`config.mk`:
```
export PLATFORM = sky130hd
export DESIGN_NAME = load_store_unit
export DESIGN_NICKNAME = d
export VERILOG_FILES = /design/src/rtl/lsu_pkg.sv /design/src/rtl/lsu_align.sv /design/src/rtl/load_store_unit.sv
export SDC_FILE = /design/constraint.sdc
export NUM_CORES = 1
export LEC_CHECK = 0
export ABC_CLOCK_PERIOD_IN_PS = 2009
export CAP_MARGIN = 20
export CORE_MARGIN = 3
export CORE_UTILIZATION = 25
export CTS_CLUSTER_SIZE = 14
export DETAILED_ROUTE_END_ITERATION = 10
export GPL_TIMING_DRIVEN = 0
export SLEW_MARGIN = 20
export SYNTH_ARGS = -nofsm -noshare
export SYNTH_HDL_FRONTEND = slang
export SYNTH_HIERARCHICAL = 1
export SYNTH_SLANG_ARGS = --single-unit
```
`constraint.sdc`:
```
create_clock -name clk -period 2.01 [get_ports clk]
set_input_delay 0.402 -clock clk [delete_from_list [all_inputs] [get_ports clk]]
set_output_delay 0.402 -clock clk [all_outputs]
set_load 0.01 [all_outputs]
```
`src/rtl/lsu_pkg.sv`:
```
// Shared types and helpers for the load/store unit: FSM state encoding,
// RV32I width codes and small funct3/address qualification functions.
package lsu_pkg;

  typedef enum logic [1:0] {
    IDLE,
    READ,
    WRITE,
    RESP
  } lsu_state_t;

  localparam logic [2:0] F3_B  = 3'b000;
  localparam logic [2:0] F3_H  = 3'b001;
  localparam logic [2:0] F3_W  = 3'b010;
  localparam logic [2:0] F3_BU = 3'b100;
  localparam logic [2:0] F3_HU = 3'b101;

  // Unsigned widths exist only for loads.
  function automatic logic lsu_f3_legal(input logic we, input logic [2:0] f3);
    case (f3)
      F3_B, F3_H, F3_W: return 1'b1;
      F3_BU, F3_HU:     return !we;
      default:          return 1'b0;
    endcase
  endfunction

  // True when the low address bits break natural alignment for the width.
  function automatic logic lsu_misaligned(input logic [2:0] f3, input logic [1:0] lo);
    case (f3)
      F3_H, F3_HU: return lo[0];
      F3_W:        return lo != 2'b00;
      default:     return 1'b0;
    endcase
  endfunction

  // Low address bits forced to natural alignment for the width.
  function automatic logic [1:0] lsu_align_lo(input logic [2:0] f3, input logic [1:0] lo);
    case (f3)
      F3_H, F3_HU: return {lo[1], 1'b0};
      F3_W:        return 2'b00;
      default:     return lo;
    endcase
  endfunction

endpackage

```
`src/rtl/lsu_align.sv`:
```
// Combinational lane logic: extracts/extends load data from a memory word
// and merges sub-word store data into a word for read-modify-write.
module lsu_align
  import lsu_pkg::*;
#(
  parameter int DATA_W = 32
) (
  input  logic [DATA_W-1:0] i_ld_word,
  input  logic [DATA_W-1:0] i_st_word,
  input  logic [1:0]        i_addr_lo,
  input  logic [2:0]        i_funct3,
  input  logic [15:0]       i_st_data,
  output logic [DATA_W-1:0] o_ld_data,
  output logic [DATA_W-1:0] o_st_word
);

  logic [7:0]  w_byte;
  logic [15:0] w_half;

  // Lane select for loads.
  always_comb begin
    w_byte = '0;
    case (i_addr_lo)
      2'd0: w_byte = i_ld_word[7:0];
      2'd1: w_byte = i_ld_word[15:8];
      2'd2: w_byte = i_ld_word[23:16];
      default: w_byte = i_ld_word[31:24];
    endcase
    w_half = i_addr_lo[1] ? i_ld_word[31:16] : i_ld_word[15:0];
  end

  // Sign/zero extension by width code.
  always_comb begin
    o_ld_data = i_ld_word;
    case (i_funct3)
      F3_B:    o_ld_data = {{(DATA_W-8){w_byte[7]}}, w_byte};
      F3_BU:   o_ld_data = {{(DATA_W-8){1'b0}}, w_byte};
      F3_H:    o_ld_data = {{(DATA_W-16){w_half[15]}}, w_half};
      F3_HU:   o_ld_data = {{(DATA_W-16){1'b0}}, w_half};
      default: o_ld_data = i_ld_word;
    endcase
  end

  // Replace the addressed lane of the old word with the store data.
  always_comb begin
    o_st_word = i_st_word;
    case (i_funct3)
      F3_B: begin
        case (i_addr_lo)
          2'd0: o_st_word[7:0]   = i_st_data[7:0];
          2'd1: o_st_word[15:8]  = i_st_data[7:0];
          2'd2: o_st_word[23:16] = i_st_data[7:0];
          default: o_st_word[31:24] = i_st_data[7:0];
        endcase
      end
      F3_H: begin
        if (i_addr_lo[1]) o_st_word[31:16] = i_st_data;
        else              o_st_word[15:0]  = i_st_data;
      end
      default: o_st_word = i_st_word;
    endcase
  end

endmodule

```
`src/rtl/load_store_unit.sv`:
```
// Load/store unit: valid/ready request in, single-cycle response pulse out,
// sequencing a word-wide data memory (sync write, comb read). Sub-word
// stores are read-modify-write.
// Optional build macro MISALIGN_TRAP_EN: misaligned H/HU/W accesses return
// resp_err without touching memory; otherwise low address bits are aligned.
module load_store_unit
  import lsu_pkg::*;
#(
  parameter int ADDR_W = 16,
  parameter int DATA_W = 32
) (
  input  logic              clk,
  input  logic              rst_n,
  input  logic              req_valid,
  output logic              req_ready,
  input  logic              req_we,
  input  logic [2:0]        req_funct3,
  input  logic [ADDR_W-1:0] req_addr,
  input  logic [DATA_W-1:0] req_wdata,
  output logic              resp_valid,
  output logic [DATA_W-1:0] resp_rdata,
  output logic              resp_err,
  output logic              mem_we,
  output logic [ADDR_W-1:0] mem_addr,
  output logic [DATA_W-1:0] mem_wdata,
  input  logic [DATA_W-1:0] mem_rdata
);

  lsu_state_t r_state, w_next;

  logic              r_we;
  logic [2:0]        r_funct3;
  logic [ADDR_W-1:0] r_addr;
  logic [15:0]       r_wdata;
  logic              r_err;
  logic [DATA_W-1:0] r_word;
  logic              r_mem_we;
  logic [DATA_W-1:0] r_mem_wdata;
  logic              r_resp_valid;
  logic              r_resp_err;
  logic [DATA_W-1:0] r_resp_rdata;

  logic              w_accept;
  logic              w_req_err;
  logic [ADDR_W-1:0] w_req_addr;
  logic [DATA_W-1:0] w_ld_data;
  logic [DATA_W-1:0] w_merged;

  assign w_accept = req_valid && (r_state == IDLE);

`ifdef MISALIGN_TRAP_EN
  assign w_req_err  = !lsu_f3_legal(req_we, req_funct3) || lsu_misaligned(req_funct3, req_addr[1:0]);
  assign w_req_addr = req_addr;
`else
  assign w_req_err  = !lsu_f3_legal(req_we, req_funct3);
  assign w_req_addr = {req_addr[ADDR_W-1:2], lsu_align_lo(req_funct3, req_addr[1:0])};
`endif

  lsu_align #(
    .DATA_W(DATA_W)
  ) u_align (
    .i_ld_word (r_word),
    .i_st_word (mem_rdata),
    .i_addr_lo (r_addr[1:0]),
    .i_funct3  (r_funct3),
    .i_st_data (r_wdata),
    .o_ld_data (w_ld_data),
    .o_st_word (w_merged)
  );

  // State register.
  always_ff @(posedge clk or negedge rst_n) begin
    if (!rst_n) r_state <= IDLE;
    else        r_state <= w_next;
  end

  // Next-state decode.
  always_comb begin
    w_next = r_state;
    case (r_state)
      IDLE: begin
        if (w_accept) begin
          if (w_req_err)                w_next = RESP;
          else if (!req_we)             w_next = READ;
          else if (req_funct3 == F3_W)  w_next = WRITE;
          else                          w_next = READ;
        end
      end
      READ:    w_next = r_we ? WRITE : RESP;
      WRITE:   w_next = RESP;
      RESP:    w_next = IDLE;
      default: w_next = IDLE;
    endcase
  end

  // Request capture, memory-side registers and response registers.
  // The response is registered on the edge leaving RESP, so it appears
  // in the first IDLE cycle.
  always_ff @(posedge clk or negedge rst_n) begin
    if (!rst_n) begin
      r_we         <= 1'b0;
      r_funct3     <= '0;
      r_addr       <= '0;
      r_wdata      <= '0;
      r_err        <= 1'b0;
      r_word       <= '0;
      r_mem_we     <= 1'b0;
      r_mem_wdata  <= '0;
      r_resp_valid <= 1'b0;
      r_resp_err   <= 1'b0;
      r_resp_rdata <= '0;
    end else begin
      if (w_accept) begin
        r_we     <= req_we;
        r_funct3 <= req_funct3;
        r_addr   <= w_req_addr;
        r_wdata  <= req_wdata[15:0];
        r_err    <= w_req_err;
      end
      if (r_state == READ) r_word <= mem_rdata;

      r_mem_we <= (w_next == WRITE);
      if (r_state == IDLE && w_next == WRITE)      r_mem_wdata <= req_wdata;
      else if (r_state == READ && w_next == WRITE) r_mem_wdata <= w_merged;

      if (r_state == RESP) begin
        r_resp_valid <= 1'b1;
        r_resp_err   <= r_err;
        r_resp_rdata <= (r_we || r_err) ? '0 : w_ld_data;
      end else begin
        r_resp_valid <= 1'b0;
        r_resp_err   <= 1'b0;
        r_resp_rdata <= '0;
      end
    end
  end

  assign req_ready  = (r_state == IDLE);
  assign mem_we     = r_mem_we;
  assign mem_addr   = {r_addr[ADDR_W-1:2], 2'b00};
  assign mem_wdata  = r_mem_wdata;
  assign resp_valid = r_resp_valid;
  assign resp_err   = r_resp_err;
  assign resp_rdata = r_resp_rdata;

endmodule
```
==> metrics.md, run 1 <==
| Metric | Value |
|---|---|
| Logic gate share of total power | `between 50% and 60%` |
| Pwr dens | `1720 nW/um^2` |
| WL final | `between 20 and 25 mm` |
| Synth area leaders | `dfrtp_1 (50%), mux2_2 (13%), a2bb2oi_1 (3.9%)` |
| Peak VDD IR | `roughly 0.00075 V` |
| DP Cell Count | `around 1100` |
| CTS tree | `done` |
| Synth cell types | `49` |
| Post-route DRC | `0` |
| Leak | `just over 4 nW` |
| Largest net degree at the start of global routing | `86` |
| Die area | `29900 sq um` |
| Sink Count | `138` |
| First-pass GRT wire length | `between 30 and 40 mm` |
| Kind of start point of the critical path | `flop` |
| Die Span Y | `about 170 um` |
| CP endpoint kind | `flop` |
| Synthesized instance count | `599` |
| Hold Fails Final Rpt | `0` |
| CP Max Fanout | `10` |
| Setup CP Type | `flop to flop` |
| Yosys warning count | `6` |
| Synth Flop Type | `dfrtp_1` |
| Die W | `between 150 and 200 um` |
| Post-synth top area share | `approximately 50%` |
| CTS Buffer Depth | `2` |
| Final ANT Viol Nets | `0` |
| EDFF count, synth | `0` |
| Critical Path AT | `~2.3 ns` |
| Layout Cells excl Fill | `roughly 1200` |
| Synth async-reset ratio | `100%` |
| Count leader, synth | `dfrtp_1` |
| Port buffer count | `between 150 and 200` |
| Max-slew violation count | `0` |
| Io pins | `approximately 170` |
| Leading area contributor after synthesis | `dfrtp_1` |
| Int Pwr | `about 10 mW` |
| Post-layout min period | `between 1.5 and 2 ns` |
| Skew final | `between 0.007 and 0.008 ns` |
| FP Rows | `60` |
| Syn Area/Cell | `11.6 sq um` |
| Total grt overflow | `0` |
| Starting Density | `approximately 26%` |
| Worst-Skew Late Latency | `about 0.43 ns` |
| CTS Root Cell | `clkbuf_16` |
| WL per Instance | `about 20 um` |
| Core area | `about 27000 sq um` |
| Sequential area share after synthesis | `between 40% and 50%` |
| Req. time, crit path | `2.36 ns` |
| Clock network fraction of total power | `between 15 and 20%` |
| Via count | `around 5700` |
| Gpl congestion | `just under 0.9` |
| Reg power frac | `30.0%` |
| FF+latch count, synth | `about 140` |
| Share of cells above drive strength 1 | `a little over a quarter` |
| Cts bufs inserted | `17` |
| Worst slew margin | `between 50% and 60%` |
| Fmax | `between 0.5 and 0.6 GHz` |
| Total of max-cap violations | `0` |
| Mapped Area | `between 6000 and 7000 sq um` |
| H-Tree Depth | `4` |
| DR vias/cell | `a little under 5` |
| Starting DRC count in detailed routing | `400` |
| Register-to-register setup slack | `between 0.03 and 0.04 ns` |
| RSZ-0062 raised after global routing | `true` |
| Fin nets | `~890` |
| Sw Share | `38.9%` |
| First-pass iteration count of the detailed router | `4` |
| Outcome | `finished clean` |
| HP Class | `input port to flop` |
| Transition time of the tightest slew-check pin | `0.642 ns` |
| Total power | `between 15 and 20 mW` |
| HPWL after DPL | `between 15 and 20 mm` |
| GRT Util Overall | `about 16%` |
| Vias in the first global route | `about 5900` |
| Setup violators final | `0` |
| Initial antenna violation count | `2` |
| Tcrit/Tclk final | `a little over nine tenths` |
| Net Sw Power | `about 6.7 mW` |
| Clock-pin slew on the worst setup and hold paths | `around 0.07 ns` |
| Area growth syn-to-layout | `42.6%` |
| Synth cell count leaders | `dfrtp_1 (138), mux2_2 (83), and2_1 (34)` |
[placed cells by master (no fill, tap or decap), drive strengths merged, types with 9 or more instances in the layout]
cell type,n
a21oi,25
o21ai,18
a2bb2oi,31
and2,35
nor3,11
mux2,83
nor2b,12
buf,51
nor2,14
clkbuf,36
o22ai,33
o221a,9
inv,21
nand2,25
dfrtp,138
clkdlybuf4s50,163
[path summary, 6_finish.rpt]
check,endpoint,startpoint,depth (start not counted)
worst min register to register,r_addr[11]$_DFFE_PN0N_,r_addr[11]$_DFFE_PN0N_,1
worst max-delay path,mem_wdata[29]$_DFFE_PN0P_,r_state[0]$_DFF_PN0_,8
max in group asynchronous,r_wdata[1]$_DFFE_PN0N_,rst_n,3
min in group asynchronous,r_addr[13]$_DFFE_PN0N_,rst_n,2
worst max register to register,mem_wdata[29]$_DFFE_PN0P_,r_state[0]$_DFF_PN0_,8
worst min-delay path,r_err$_DFFE_PN0N_,req_funct3[0],3
[cells by family after synthesis]
logic type / synth area share, %
other: 0.0539
adders and majority gates: 0.899
AOI/OAI and AO/OA: 17.4
and+or+nand+nor: 9.59
DFF: 49.6
buffers and inverters: 6.38
muxes: 16.0
[state kept, by name (all words and copies together) (netlist names)]
| register | cells |
|---|---|
| mem_wdata | 32 |
| r_we | 1 |
| r_funct3 | 3 |
| resp_valid | 1 |
| r_addr | 16 |
| r_state | 2 |
| resp_err | 1 |
| mem_we | 1 |
| r_wdata | 16 |
| resp_rdata | 32 |
| r_word | 32 |
| r_err | 1 |
[worst max-delay path: stages (launching register included)]
cell and delay [ns]:
dfrtp_2 0.45, inv_2 0.12, ha_4 0.18, nand3_1 0.16
o221a_4 0.33, nor3_4 0.16, buf_12 0.15, buf_6 0.14
a2bb2oi_1 0.18
[through the flow]
stage	TNS, ns	setup WS (ns)	area, sq um	utilization, %	hold WS [ns]
after floorplan	0	0.161	6960	-	0.106
after global placement	-770.83	-5.38	9110	33.5	0.486
after detailed placement	-31.99	-0.854	9140	33.6	0.366
after CTS	0	0.00150	9790	36.0	0.426
after global routing	-0.338	-0.0331	9920	36.5	0.376
final	0	0.0371	9920	36.5	0.367
[layer usage]
layer	part of all wire [%]	GRT usage (%)	vias to the layer above	wire length, um
li1	-	-	2605	-
met1	46	21.3	2840	10900
met2	45	23.5	186	10700
met3	5.9	4.55	40	1390
met4	2.4	5.17	2	565
met5	0.047	0	-	11
[cell type report]
cell class	instances	area, sq um
fillers	2720	17300
repair buffers	176	1780
multi-input cells	383	3180
clock buffers	17	425
flip-flops and latches	138	3460
inverters	14	52.6
well taps	372	465
clock inverters	15	135
plain buffers	63	415
diodes	1	2.50
[power by group through the flow]
stage / clock network [mW] / registers [mW] / logic, mW
floorplan: 0 / 4.97 / 5.25
global placement: 0 / 5.12 / 8.28
detailed placement: 0 / 5.14 / 8.39
CTS: 3.10 / 5.10 / 8.65
global route: 3.23 / 5.28 / 9.63
finish: 3.03 / 5.13 / 8.94
[repair_timing]
action                     in CTS  in global routing
setup buffers                   3                  2
hold endpoints to repair       53                  0
cloned                          1                  0
pin swaps                       2                  0
hold buffers                    1                  0
setup endpoints to repair      96                 53
resized for setup              17                 35
Note: power is estimated with default switching activity, not from simulation.
==> inputs of run 2 (changes only) <==
--- a/config.mk
+++ b/config.mk
@@ -6,7 +6,7 @@
 export NUM_CORES = 1
 export LEC_CHECK = 0
 export ABC_CLOCK_PERIOD_IN_PS = 2009
-export CAP_MARGIN = 20
+export CAP_MARGIN = 25
 export CORE_MARGIN = 3
 export CORE_UTILIZATION = 25
 export CTS_CLUSTER_SIZE = 14
==> constraint.sdc (replaced) <==
create_clock -name clk -period 2.01 [get_ports clk]
set_input_delay 0.201 -clock clk [delete_from_list [all_inputs] [get_ports clk]]
set_output_delay 0.201 -clock clk [all_outputs]
set_load 0.01 [all_outputs]
==> run 2 against run 1 <==
  * Combinational power about the same
  * Cell count about the same
  * Register-to-register slack about the same
  * Clock skew increased by 0.00063 ns
==> metrics.md, run 2 (synthesized netlist as in run 1, its figures left out) <==
| Metric | Value |
|---|---|
| Starting Density | `25.6%` |
| CTS Root Cell | `clkbuf_16` |
| WL final | `around 24 mm` |
| H-Tree Depth | `4` |
| Largest net degree at the start of global routing | `86` |
| Clock network fraction of total power | `~18%` |
| Max-slew violation count | `0` |
| GRT Util Overall | `between 10% and 20%` |
| Clock-pin slew on the worst setup and hold paths | `about 0.070 ns` |
| Via count | `~5700` |
| RSZ-0062 raised after global routing | `true` |
| CP Max Fanout | `10` |
| Hold Fails Final Rpt | `0` |
| Cts bufs inserted | `17` |
| Net Sw Power | `6.64 mW` |
| Initial antenna violation count | `2` |
| Peak VDD IR | `0.000726 V` |
| Share of cells above drive strength 1 | `about a quarter` |
| Leak | `4.03 nW` |
| Transition time of the tightest slew-check pin | `approximately 0.64 ns` |
| Post-route DRC | `0` |
| Sink Count | `between 100 and 150` |
| Starting DRC count in detailed routing | `around 380` |
| Fin nets | `approximately 890` |
| First-pass iteration count of the detailed router | `4` |
| Reg power frac | `30.0%` |
| Cells along the critical path | `buf_2 > clkbuf_2 > o31a_1 > a21oi_1 > a211oi_2 > o22ai_1 > o2bb2a_1` |
| Pwr dens | `~1700 nW/um^2` |
| Die Span Y | `between 150 and 200 um` |
| Req. time, crit path | `2.32 ns` |
| Setup CP Type | `flop to flop` |
| Gpl congestion | `0.895` |
| Final ANT Viol Nets | `0` |
| Port buffer count | `approximately 170` |
| CTS tree | `done` |
| Critical Path Start | `r_funct3[2]$_DFFE_PN0N_` |
| First-pass GRT wire length | `36.0 mm` |
| Int Pwr | `10.4 mW` |
| Total of max-cap violations | `0` |
| HP Class | `input port to asynchronous set/reset pin` |
| CTS Buffer Depth | `2` |
| FP Rows | `60` |
| Worst-Skew Late Latency | `around 0.43 ns` |
| Slowest-stage cell, CP | `dfrtp_1` |
| Worst Reg-to-Reg Cells | `7` |
| Sw Share | `38.9%` |
| Skew final | `roughly 0.008 ns` |
| R2r endpoint | `mem_wdata[30]$_DFFE_PN0P_` |
| Die area | `approximately 30000 sq um` |
| Critical Path AT | `about 2.3 ns` |
| Tcrit/Tclk final | `between 90 and 100%` |
| Fmax | `between 0.5 and 0.6 GHz` |
| Die W | `173 um` |
| RR Startpoint | `r_funct3[2]$_DFFE_PN0N_` |
| Register-to-register setup slack | `about 0.023 ns` |
| Leading cell type in the layout, fill and taps excluded | `clkdlybuf4s50_1` |
| Vias in the first global route | `slightly below 6000` |
| Largest delay share family, worst path | `compound AO/OA/AOI/OAI gates` |
| Post-layout min period | `approximately 2.0 ns` |
| Worst slew margin | `between 50% and 60%` |
| WL per Instance | `roughly 20 um` |
| Core area | `approximately 27000 sq um` |
| Most frequent cells in the layout | `clkdlybuf4s50_1 (167), dfrtp_1 (135), mux2_2 (83)` |
| Setup violators final | `0` |
| Outcome | `finished clean` |
| CP Buf/Inv Count | `2` |
| CP max stage delay | `approximately 0.42 ns` |
| HPWL after DPL | `17.8 mm` |
| Total power | `roughly 17 mW` |
| Total grt overflow | `0` |
| Logic gate share of total power | `52.3%` |
| Hold WS | `about 0.30 ns` |
| DR vias/cell | `around 4.8` |
| CP endpoint kind | `flop` |
| Kind of start point of the critical path | `flop` |
| Area growth syn-to-layout | `42.3%` |
| Io pins | `171` |
==> run 2: changes by cell type in the layout (fill, tap and decap cells not counted), moves of 3 or more <==
cell             before  now
dlygate4sd2_1         3    0
a2bb2oi_2             3    0
clkdlybuf4s50_1     163  167
a2bb2oi_1            28   31
==> run 2: power groups by stage <==
stage          sequential (mW)  combinational (mW)  clock, mW
4_1_cts                   5.10                8.74       3.10
6_report                  5.12                8.92       3.02
2_1_floorplan             4.97                5.25          0
5_1_grt                   5.27                9.62       3.23
3_3_place_gp              5.12                8.28          0
3_5_place_dp              5.14                8.39          0
==> run 2: layout make-up <==
cell class | instances | area, sq um
fill | 2722 | 17300
timing repair buffer | 177 | 1790
clock buffer | 17 | 425
multi-input combinational | 383 | 3160
antenna | 1 | 2.50
clock inverter | 15 | 135
sequential | 138 | 3460
buffer | 63 | 412
tap | 372 | 465
inverter | 14 | 52.6
==> run 2: routing by layer <==
metal	share of wire (%)	global-route usage [%]	wire, um	vias up
met3	6.4	4.55	1510	39
li1	-	-	-	2608
met5	0.047	0	11	-
met1	46	21.5	10900	2808
met2	45	23.6	10700	205
met4	2.3	5.10	535	2
==> run 2: how the worst max path moves through the flow <==
stage                                     end  slack, ns  cells past startpoint
floorplan           mem_wdata[10]$_DFFE_PN0P_       0.16                      7
global placement     mem_wdata[4]$_DFFE_PN0P_      -5.18                      1
detailed placement  mem_wdata[16]$_DFFE_PN0P_      -0.65                      6
CTS                 mem_wdata[29]$_DFFE_PN0P_      0.001                      8
global route        mem_wdata[17]$_DFFE_PN0P_      -0.02                      8
finish              mem_wdata[30]$_DFFE_PN0P_       0.02                      7
==> run 2: stage by stage <==
stage,util [%],worst slack (ns),instances,TNS (ns),area [sq um]
5_1_grt,36.4,-0.0219,1180,-0.138,9900
6_report,36.4,0.0229,1180,0,9900
3_5_place_dp,33.6,-0.653,1141,-23.57,9140
3_3_place_gp,33.5,-5.18,1140,-734.10,9110
4_1_cts,36.1,0.00150,1177,0,9820
2_1_floorplan,-,0.161,600,0,6960
==> run 2: what timing repair did <==
item | CTS | global route
setup endpoints to repair | 96 | 54
gates cloned | 2 | 0
gates resized for setup | 18 | 26
hold buffers | 1 | 0
hold endpoints to repair | 53 | 0
pin swaps | 2 | 0
buffers inserted | 3 | 2
==> patch, RTL diff (config.mk and constraints of run 2) <==
The parameter `ADDR_W` goes from 16 to 17.
--- a/src/rtl/load_store_unit.sv
+++ b/src/rtl/load_store_unit.sv
@@ -7,5 +7,5 @@
   import lsu_pkg::*;
 #(
-  parameter int ADDR_W = 16,
+  parameter int ADDR_W = 17,
   parameter int DATA_W = 32
 ) (
Interface: changed (resized mem_addr and req_addr); port bits go from 171 to 173. The function was not compared with the original's and may differ.
==> patch against run 2 <==
Critical path depth fell by 1. Maximum frequency grew 2.4%. Setup slack gained 0.046 ns. Core utilization increased by 0.54 points. Total power increased by 3.0%. Count of clock-buffer cells in the layout rose by 5. Non-clock buffer count increased by 5. Area after synthesis is 0.63% higher. Wire length is 1.7% higher. Cell area up 1.8%. Sequential cell count rose by 1. Via count up 1.5%. Clock power grew 8.9%. Critical path type unchanged. Largest cell class unchanged. Highest routed layer is now met4.
==> patch: results (changes against run 2) <==
<table>
<tr><th>Metric</th><th>Value</th></tr>
<tr><th colspan="2">Drt</th></tr>
<tr><td>Met1 layer wirelength in the final routing</td><td>10.9 mm (+0.18%)</td></tr>
<tr><td>Met2 wire length</td><td>11.0 mm (+3.5%)</td></tr>
<tr><td>Uppermost metal layer occupied by signal nets</td><td>met4</td></tr>
<tr><td>Sum of routed wire length over all layers</td><td>24.0 mm (+1.7%)</td></tr>
<tr><th colspan="2">Place</th></tr>
<tr><td>Placement-stage worst setup slack</td><td>-0.688 ns (-0.0346 ns)</td></tr>
<tr><td>Last weighted congestion value of the routability-driven placer</td><td>0.907 (+1.4%)</td></tr>
<tr><td>IO buf count</td><td>170 (+1.2%)</td></tr>
<tr><td>Total half-perimeter wirelength after legalization and detailed placement</td><td>18.2 mm (+2.1%)</td></tr>
<tr><td>Instance area at placement</td><td>9200 um2 (+0.70%)</td></tr>
<tr><th colspan="2">GRT</th></tr>
<tr><td>Number of global-route vias before repair</td><td>5,843 (-0.26%)</td></tr>
<tr><td>Number of antenna violations at the first check in global routing</td><td>1 (-1)</td></tr>
<tr><td>GR Util met1</td><td>21.8% (+0.34 points)</td></tr>
<tr><td>Aggregate global-route resource usage</td><td>15.8% (+0.22 points)</td></tr>
<tr><td>Maximum number of pins on one net before global-route repair</td><td>78 (-9.3%)</td></tr>
<tr><th colspan="2">Critical path</th></tr>
<tr><td>Family with the most delay on the worst path</td><td>multiplexers</td></tr>
<tr><td>Worst R2R Path Depth</td><td>6 (-1)</td></tr>
<tr><td>Capture point of the worst path</td><td>resp_rdata[8]</td></tr>
<tr><td>Worst r2r dst</td><td>resp_rdata[8]</td></tr>
<tr><td>Setup slack of the most critical reg-to-reg path</td><td>0.07 ns (+0.05 ns)</td></tr>
<tr><td>Startpoint of the worst-slack reg-to-reg timing path</td><td>r_addr[1]</td></tr>
<tr><th colspan="2">Pwr</th></tr>
<tr><td>Worst supply voltage drop on vdd</td><td>0.691 mV (-4.8%)</td></tr>
<tr><td>Comb pwr</td><td>9.09 mW (+2%)</td></tr>
<tr><th colspan="2">Status</th></tr>
<tr><td>Run status</td><td>finished, final reports clean</td></tr>
<tr><th colspan="2">Finish</th></tr>
<tr><td>Count of nets after finishing</td><td>894 (+0.90%)</td></tr>
<tr><th colspan="2">Timing</th></tr>
<tr><td>Worst setup skew after layout</td><td>0.00873 ns (+0.000783 ns)</td></tr>
<tr><th colspan="2">Yosys</th></tr>
<tr><td>Synth Area per Inst</td><td>11.6 um2 (+0.13%)</td></tr>
<tr><td>Area contributors post-synth</td><td>sky130_fd_sc_hd__dfrtp_1, sky130_fd_sc_hd__mux2_2, sky130_fd_sc_hd__a2bb2oi_1</td></tr>
</table>
==> patch: logic make-up after synthesis <==
group,synth area share (%)
adders and majority gates,0.894
and+or+nand+nor,9.53
DFF,49.7
muxes,16.1
AOI/OAI and AO/OA,17.3
buffers and inverters,6.45
other,0.0536
==> patch: layout make-up <==
type	count	area (um2)	area share (%)
Sequential cell	139	3480	34.5
Multi-Input combinational cell	384	3200	31.7
Timing Repair Buffer	181	1830	18.1
Clock buffer	22	474	4.71
Tap cell	372	465	4.62
Buffer	64	438	4.35
Clock inverter	10	138	1.37
Inverter	14	52.6	0.522
Antenna cell	1	2.50	0.0248
==> patch: worst register-to-register path, stage by stage, from the launching register on <==
cell and delay [ns]:
sky130_fd_sc_hd__dfrtp_1 0.40, sky130_fd_sc_hd__buf_4 0.14, sky130_fd_sc_hd__mux4_2 0.55, sky130_fd_sc_hd__and2_4 0.17, sky130_fd_sc_hd__buf_6 0.12, sky130_fd_sc_hd__a221o_1 0.29
sky130_fd_sc_hd__and2_1 0.15
